[config.mk]
export PLATFORM = sky130hd
export DESIGN_NAME = board_reset_ctrl
export DESIGN_NICKNAME = d
export VERILOG_FILES = /design/src/rtl/board_reset_ctrl.sv
export SDC_FILE = /design/constraint.sdc
export NUM_CORES = 1
export LEC_CHECK = 0
export ABC_AREA = 1
export ABC_CLOCK_PERIOD_IN_PS = 3050
export CORE_ASPECT_RATIO = 1.2
export CORE_MARGIN = 5
export CORE_UTILIZATION = 60
export CTS_CLUSTER_SIZE = 10
export DETAILED_ROUTE_END_ITERATION = 16
export DONT_BUFFER_PORTS = 1
export PLACE_DENSITY = 0.84
export SYNTH_ARGS = -nofsm -noshare
export SYNTH_HDL_FRONTEND = slang
export SYNTH_SLANG_ARGS = --single-unit
export TNS_END_PERCENT = 100
[constraint.sdc]
create_clock -name clk25 -period 3.05 [get_ports clk25]
set_clock_uncertainty 0.05 [all_clocks]
set_input_delay 0.305 -clock clk25 [delete_from_list [all_inputs] [get_ports clk25]]
set_output_delay 0.305 -clock clk25 [all_outputs]
set_load 0.1 [all_outputs]
[src/rtl/board_reset_ctrl.sv]
// board_reset_ctrl: button synchroniser/debouncer, reset stretcher and clear-screen gate.
// Ports: clk25, rst_n (async, active-low) in; btn_reset_n, btn_cls_n raw buttons in;
//        sys_rst_n, cls_level, cls_pulse, rst_state[1:0] out.
// Optional: define LONG_PRESS_RESET_EN to let a long clear-button hold force a reset.
`timescale 1ns/1ps
module board_reset_ctrl #(
    parameter int SYNC_STAGES       = 2,
    parameter int DEBOUNCE_CYCLES   = 250000,
    parameter int POR_CYCLES        = 65536,
    parameter int LONG_PRESS_CYCLES = 75000000
) (
    input  logic       clk25,
    input  logic       rst_n,
    input  logic       btn_reset_n,
    input  logic       btn_cls_n,
    output logic       sys_rst_n,
    output logic       cls_level,
    output logic       cls_pulse,
    output logic [1:0] rst_state
);

    localparam int DB_W  = $clog2(DEBOUNCE_CYCLES + 1);
    localparam int POR_W = $clog2(POR_CYCLES + 1);
    localparam logic [DB_W-1:0]  DB_MAX  = DB_W'(DEBOUNCE_CYCLES - 1);
    localparam logic [POR_W-1:0] POR_MAX = POR_W'(POR_CYCLES - 1);

    typedef enum logic [1:0] {
        S_POR     = 2'd0,
        S_RUN     = 2'd1,
        S_HOLD    = 2'd2,
        S_STRETCH = 2'd3
    } state_t;

    state_t state;

    // index 0 = reset button, index 1 = clear button; 1 = released
    logic [1:0][SYNC_STAGES-1:0] sync_q;
    logic [1:0][DB_W-1:0]        db_cnt;
    logic [1:0]                  db;
    logic [1:0]                  raw;

    logic [POR_W-1:0] por_cnt;
    logic             cls_prev;
    logic             long_hit;
    logic             rst_db;
    logic             cls_db;

    assign raw    = {btn_cls_n, btn_reset_n};
    assign rst_db = db[0];
    assign cls_db = db[1];

    always_ff @(posedge clk25 or negedge rst_n) begin
        if (!rst_n) begin
            sync_q <= '1;
            db_cnt <= '0;
            db     <= 2'b11;
        end else begin
            for (int b = 0; b < 2; b++) begin
                sync_q[b] <= {sync_q[b][SYNC_STAGES-2:0], raw[b]};
                if (sync_q[b][SYNC_STAGES-1] == db[b]) begin
                    db_cnt[b] <= '0;
                end else if (db_cnt[b] == DB_MAX) begin
                    // last of DEBOUNCE_CYCLES differing edges: accept
                    db[b]     <= ~db[b];
                    db_cnt[b] <= '0;
                end else begin
                    db_cnt[b] <= db_cnt[b] + 1'b1;
                end
            end
        end
    end

`ifdef LONG_PRESS_RESET_EN
    localparam int LP_W = $clog2(LONG_PRESS_CYCLES + 1);
    localparam logic [LP_W-1:0] LP_MAX = LP_W'(LONG_PRESS_CYCLES);

    logic [LP_W-1:0] hold_cnt;

    always_ff @(posedge clk25 or negedge rst_n) begin
        if (!rst_n) begin
            hold_cnt <= '0;
        end else if (state != S_RUN || cls_db) begin
            hold_cnt <= '0;
        end else if (hold_cnt != LP_MAX) begin
            hold_cnt <= hold_cnt + 1'b1;
        end
    end

    assign long_hit = (hold_cnt == LP_MAX);
`else
    logic lp_unused;
    assign lp_unused = (LONG_PRESS_CYCLES == 0);
    assign long_hit  = 1'b0;
`endif

    always_ff @(posedge clk25 or negedge rst_n) begin
        if (!rst_n) begin
            state     <= S_POR;
            por_cnt   <= '0;
            sys_rst_n <= 1'b0;
        end else begin
            unique case (state)
                S_POR, S_STRETCH: begin
                    if (!rst_db) begin
                        state   <= S_HOLD;
                        por_cnt <= '0;
                    end else if (por_cnt == POR_MAX) begin
                        state     <= S_RUN;
                        por_cnt   <= '0;
                        sys_rst_n <= 1'b1;
                    end else begin
                        por_cnt <= por_cnt + 1'b1;
                    end
                end
                S_RUN: begin
                    if (!rst_db) begin
                        state     <= S_HOLD;
                        sys_rst_n <= 1'b0;
                    end else if (long_hit) begin
                        state     <= S_STRETCH;
                        por_cnt   <= '0;
                        sys_rst_n <= 1'b0;
                    end
                end
                S_HOLD: begin
                    if (rst_db) begin
                        state   <= S_STRETCH;
                        por_cnt <= '0;
                    end
                end
                default: state <= S_POR;
            endcase
        end
    end

    // pulse on the edge after the debounced fall; a same-edge reset press wins
    always_ff @(posedge clk25 or negedge rst_n) begin
        if (!rst_n) begin
            cls_prev  <= 1'b1;
            cls_pulse <= 1'b0;
        end else begin
            cls_prev  <= cls_db;
            cls_pulse <= cls_prev & ~cls_db & rst_db & (state == S_RUN);
        end
    end

    assign cls_level = ~cls_db & rst_db & (state == S_RUN);
    assign rst_state = state;

endmodule

After elaboration in Yosys (flattened, before gate mapping)
Index checks and enable logic that the tools add are counted.
{"block": "totals", "reg_bits": 64, "inputBits": 4, "elab_cells": 62}
{"block": "op_classes", "add_sub_neg": 3, "n_eq_ne": 13, "muxes": 17, "n_bitwise": 10, "reduce_logical": 8}
{"cell": "two-way mux 18 bit", "n": 4}
{"cell": "two-way mux 17 bit", "n": 3}
{"cell": "adder 18 x 1 -> 18 bit, second input constant", "n": 2}
{"cell": "== test 18 bit, second input constant", "n": 2}
{"cell": "case mux 17 bit (2 select lines)", "n": 1}
{"cell": "adder 17 x 1 -> 17 bit, second input constant", "n": 1}
{"cell": "== test 17 x 16 -> 1 bit, second input constant", "n": 1}
{"cell": "two-way mux 2 bit", "n": 4}
{"cell": "inequality test 2 bit, second input constant", "n": 4}
{"cell": "case mux 2 bit (3 select lines)", "n": 1}
{"cell": "AND reduction 2 bit", "n": 3}
{"cell": "bitwise AND 1 bit", "n": 5}
{"cell": "inverter 1 bit", "n": 5}
{"cell": "== test 2 bit, second input constant", "n": 2}
{"cell": "AND reduction 4 bit", "n": 1}
{"cell": "two-way mux 1 bit", "n": 3}
{"cell": "inequality test 3 bit, second input constant", "n": 1}
{"cell": "AND reduction 3 bit", "n": 1}
{"cell": "== test 1 bit", "n": 2}
{"cell": "== test 2 x 1 -> 1 bit, second input constant", "n": 1}
{"cell": "zero test 2 bit", "n": 1}
{"cell": "case mux 1 bit (2 select lines)", "n": 1}
{"cell": "nonzero test 2 bit", "n": 1}
{"cell": "OR reduction 2 bit", "n": 1}

Depth between registers and ports, before layout
{"block": "depth", "word_depth": 4, "depth_mapped": 11}

Least setup slack after synthesis
OpenSTA, ideal clock, no wires.
{"block": "synth_timing", "path_type": "reg2out", "start": "reg state[0] (netlist: rst_state[0])", "end": "out cls_level", "t_arrival_ns": 2.597, "required_time_ns": 2.695, "slack_ns": 0.098, "path_stages_with_launch": 4, "cell_sequence": "dfrtp_1 ha_1 nand2_1 nor2_1"}
{"block": "synth_via", "elab_chain_len": 2}
{"item": "start, declared", "line": "34", "source": "state_t state;"}
{"item": "start signal, assigned", "line": "98", "source": "state <= S_POR;"}
{"item": "start signal, assigned", "line": "105", "source": "state <= S_HOLD;"}
{"item": "start signal, assigned", "line": "108", "source": "state <= S_RUN;"}
{"item": "== test 2 x 1 -> 1 bit", "line": "147", "source": "assign cls_level = ~cls_db & rst_db & (state == S_RUN);"}
{"item": "bitwise AND 1 bit", "line": "147"}
{"item": "end, declared", "line": "17", "source": "output logic cls_level,"}
Every way passes these cells.

Worst setup path in the final report
{"block": "layout_timing", "start": "reg state[1] (netlist: rst_state[1])", "end": "out cls_level"}
Same word-level chain as after synthesis.

==> results.cfg <==
[outcome]
status = finished clean

[worst_setup_path]
setup.worst_path.start_class = flip-flop
path_max_fanout = 3
cp-end-kind = output pin
r2r_slack_ns = 0.91
critical_path_class = flip-flop to output pin
r2r_end = por_cnt[4]
crit_arrival_ns = 1.83
r2r_start = rst_state[1]
cp.required_ns = 2.69
rr_worst_depth = 9

[pwr]
p_leak_nw = 1.768
vdd_drop_max_mv = 0.3256
power.density_nw_per_um2 = 439.7

[floorplan]
die_x_um = 80.32
start_util_pct = 62.39
rows = 30
dieHeight_um = 94.38
ios = 9
dieArea_um2 = 7580
core_um2 = 5705

[timing]
maxSlewHeadroom_pct = 35.61
tns_ns = 0
final_hold_viol_count = 0
slew_violations = 0
max_freq_mhz = 457.5
finalWorstPathRequiredPeriod_ns = 2.186
worst_slack_ns = 0.8640
rsz0062_at_grt = no
timing.final.crit_share_pct = 71.67
setup_viol = 0
worst_pin_slew_ns = 0.9659

[placement]
placed_area_um2 = 3669
gp_congestion = 0.9398
dp_hpwl_um = 5152
pre_cts_ws_ns = 0.9644
port_buffers = 0

[run]
max_cap_viol_count = 0

[global_routing]
grt_pass1_wl_um = 12850
grt_max_degree = 65
track_usage_pct = 21.96
grt.overflow.total = 0
antenna_found_initial = 0
grt_pass1_vias = 2982

[clock_network]
clock-sinks = 64
cts_resized = 0
cts_buffers = 9
htreeDepth = 3
root_buffer = clkbuf_8
clockBufferDepth = 2
path_clk_slew_ns = 0.07
cts_tree = done
insertion_delay_ns = 0.34

[yosys]
synth_seq_cells = 64
synthArstFlopShare_pct = 100.0
syn_nets = 464
avgSynthCellArea_um2 = 7.823
synthCells = 455
synth_top_area_cell = dfrtp_1
ys_seq_area_share_pct = 45.24
synth_flop_cell = dfrtp_1
yosysWarningCount = 0
syn_area_um2 = 3560
synth_top_area_share_pct = 40.07
synth.distinct_cells = 34
synth_area_leaders = dfrtp_1 40%, nand2_1 11%, nor2_1 7.8%
synth_edf_count = 0

[min_path]
min_from = sync_q[2]
hold_class = flip-flop to flip-flop
hold_depth = 0
whs_endpoint = sync_q[3]

[final_layout]
antenna_cells = 0
drive_gt1_share_pct = 13.24
stdcell_area_um2 = 3956
syn_to_final_growth_pct = 11.14
fin_nets = 480

[routing]
vias_per_cell = 5.410
remaining_drc_errors = 0
drtIter0Drc = 264
drtPass1Iterations = 6
antenna_left = 0
routedWlPerCell_um = 13.09
num_vias = 3008
wl_um = 7277
## registers in the layout, indices dropped and copies added, names as in the netlist
register and flops:
sys_rst_n 1, db_cnt 36, por_cnt 17, cls_prev 1
db 2, cls_pulse 1, sync_q 4, rst_state 2
## worst max path at each step
| stage | to | start | cells past startpoint | slack [ns] |
|---|---|---|---|---|
| after global routing | por_cnt[4] | rst_state[1] | 9 | 0.76 |
| after global placement | por_cnt[4] | rst_state[1] | 9 | 1.09 |
| final | cls_level | rst_state[1] | 6 | 0.86 |
| after detailed placement | por_cnt[4] | rst_state[1] | 9 | 0.96 |
| after CTS | cls_level | rst_state[1] | 6 | 0.83 |
| after floorplan | cls_level | rst_state[0] | 3 | 0.1 |
## through the flow
stage	utilization [%]	hold WS [ns]	std cells	total power (W)
after detailed placement	64.30	-0.03905	536	0.0009100
final	69.34	0.3093	556	0.001740
after global routing	69.34	0.3162	556	0.001810
after CTS	69.34	0.3098	556	0.001755
after global placement	64.30	-0.03873	536	0.0009082
after floorplan	-	-0.04059	455	0.0009029
## report_power, final
| part | internal (W) | switching, W | total, W |
|---|---|---|---|
| clock | 0.000485 | 0.000338 | 0.000823 |
| combinational | 0.0000148 | 0.0000338 | 0.0000486 |
| sequential | 0.000860 | 0.00000840 | 0.000868 |
| total | 0.00136 | 0.000380 | 0.00174 |
## synth_stat cells, types with 7 or more instances
master / instances
nand2_1: 102
nor2_1: 74
dfrtp_1: 57
inv_1: 57
nand3_1: 24
nor3_1: 18
nand4_1: 15
a21oi_1: 14
o21ai_0: 12
xor2_1: 11
nor2_2: 9
dfstp_2: 7
## cells in the final DEF, fill, tap and decap left out, types with 2 or more instances in the layout
| cell | instances |
|---|---|
| a21oi_1 | 14 |
| a31o_2 | 2 |
| a31oi_1 | 2 |
| buf_4 | 3 |
| bufinv_16 | 2 |
| clkbuf_8 | 10 |
| clkinv_4 | 2 |
| clkinvlp_4 | 2 |
| dfrtp_1 | 57 |
| dfstp_2 | 7 |
| dlygate4sd3_1 | 3 |
| ha_1 | 5 |
| inv_1 | 57 |
| inv_2 | 4 |
| nand2_1 | 102 |
| nand2_2 | 6 |
| nand2_4 | 3 |
| nand3_1 | 24 |
| nand3_2 | 2 |
| nand3b_1 | 2 |
| nand4_1 | 15 |
| nor2_1 | 73 |
| nor2_2 | 10 |
| nor2_4 | 5 |
| nor3_1 | 18 |
| nor3b_1 | 6 |
| o21ai_0 | 12 |
| o21bai_1 | 3 |
| xnor2_1 | 5 |
| xor2_1 | 11 |
## kinds of logic (layout without fill, tap and decap cells)
| kind of cell | Yosys count | after routing | share of synthesized area [%] |
|---|---|---|---|
| buffers and inverters | 63 | 84 | 6.889 |
| flip-flops | 64 | 64 | 45.24 |
| adder cells (fa/ha/maj) | 5 | 5 | 1.757 |
| XOR/XNOR | 16 | 16 | 3.937 |
| AO/OA/AOI/OAI | 37 | 37 | 6.187 |
| AND/OR/NAND/NOR | 270 | 270 | 35.99 |
## critical path, stage by stage (launching register included)
cell and delay, ns:
dfrtp_1 0.40, buf_4 0.24, inv_1 0.09, ha_1 0.19, nand2_1 0.14, nor2_2 0.13, buf_4 0.30
## layer usage
layer  wire (um)  vias to the layer above  part of all wire (%)  global-route usage [%]
li1            -                     1486                     -                       -
met1        3075                     1396                    42                   26.47
met2        3702                      110                    51                   37.15
met3         396                       16                   5.4                   5.057
met4         103                        0                   1.4                   10.00
met5           0                        -                     0                       0
## final cells by class
type | count | area, um2
sequential | 64 | 1610
inverter | 61 | 229.0
fill | 453 | 1749
multi-input combinational | 328 | 1707
clock inverter | 6 | 92.59
timing repair buffer | 7 | 80.08
tap | 80 | 100.1
clock buffer | 10 | 137.6
## what timing repair did
item | in CTS | in global routing
setup endpoints to repair | 0 | 0
buffers inserted | 0 | 0
hold buffers | 4 | 0
hold endpoints to repair | 66 | 0
Power figures use the tool's default switching activity.
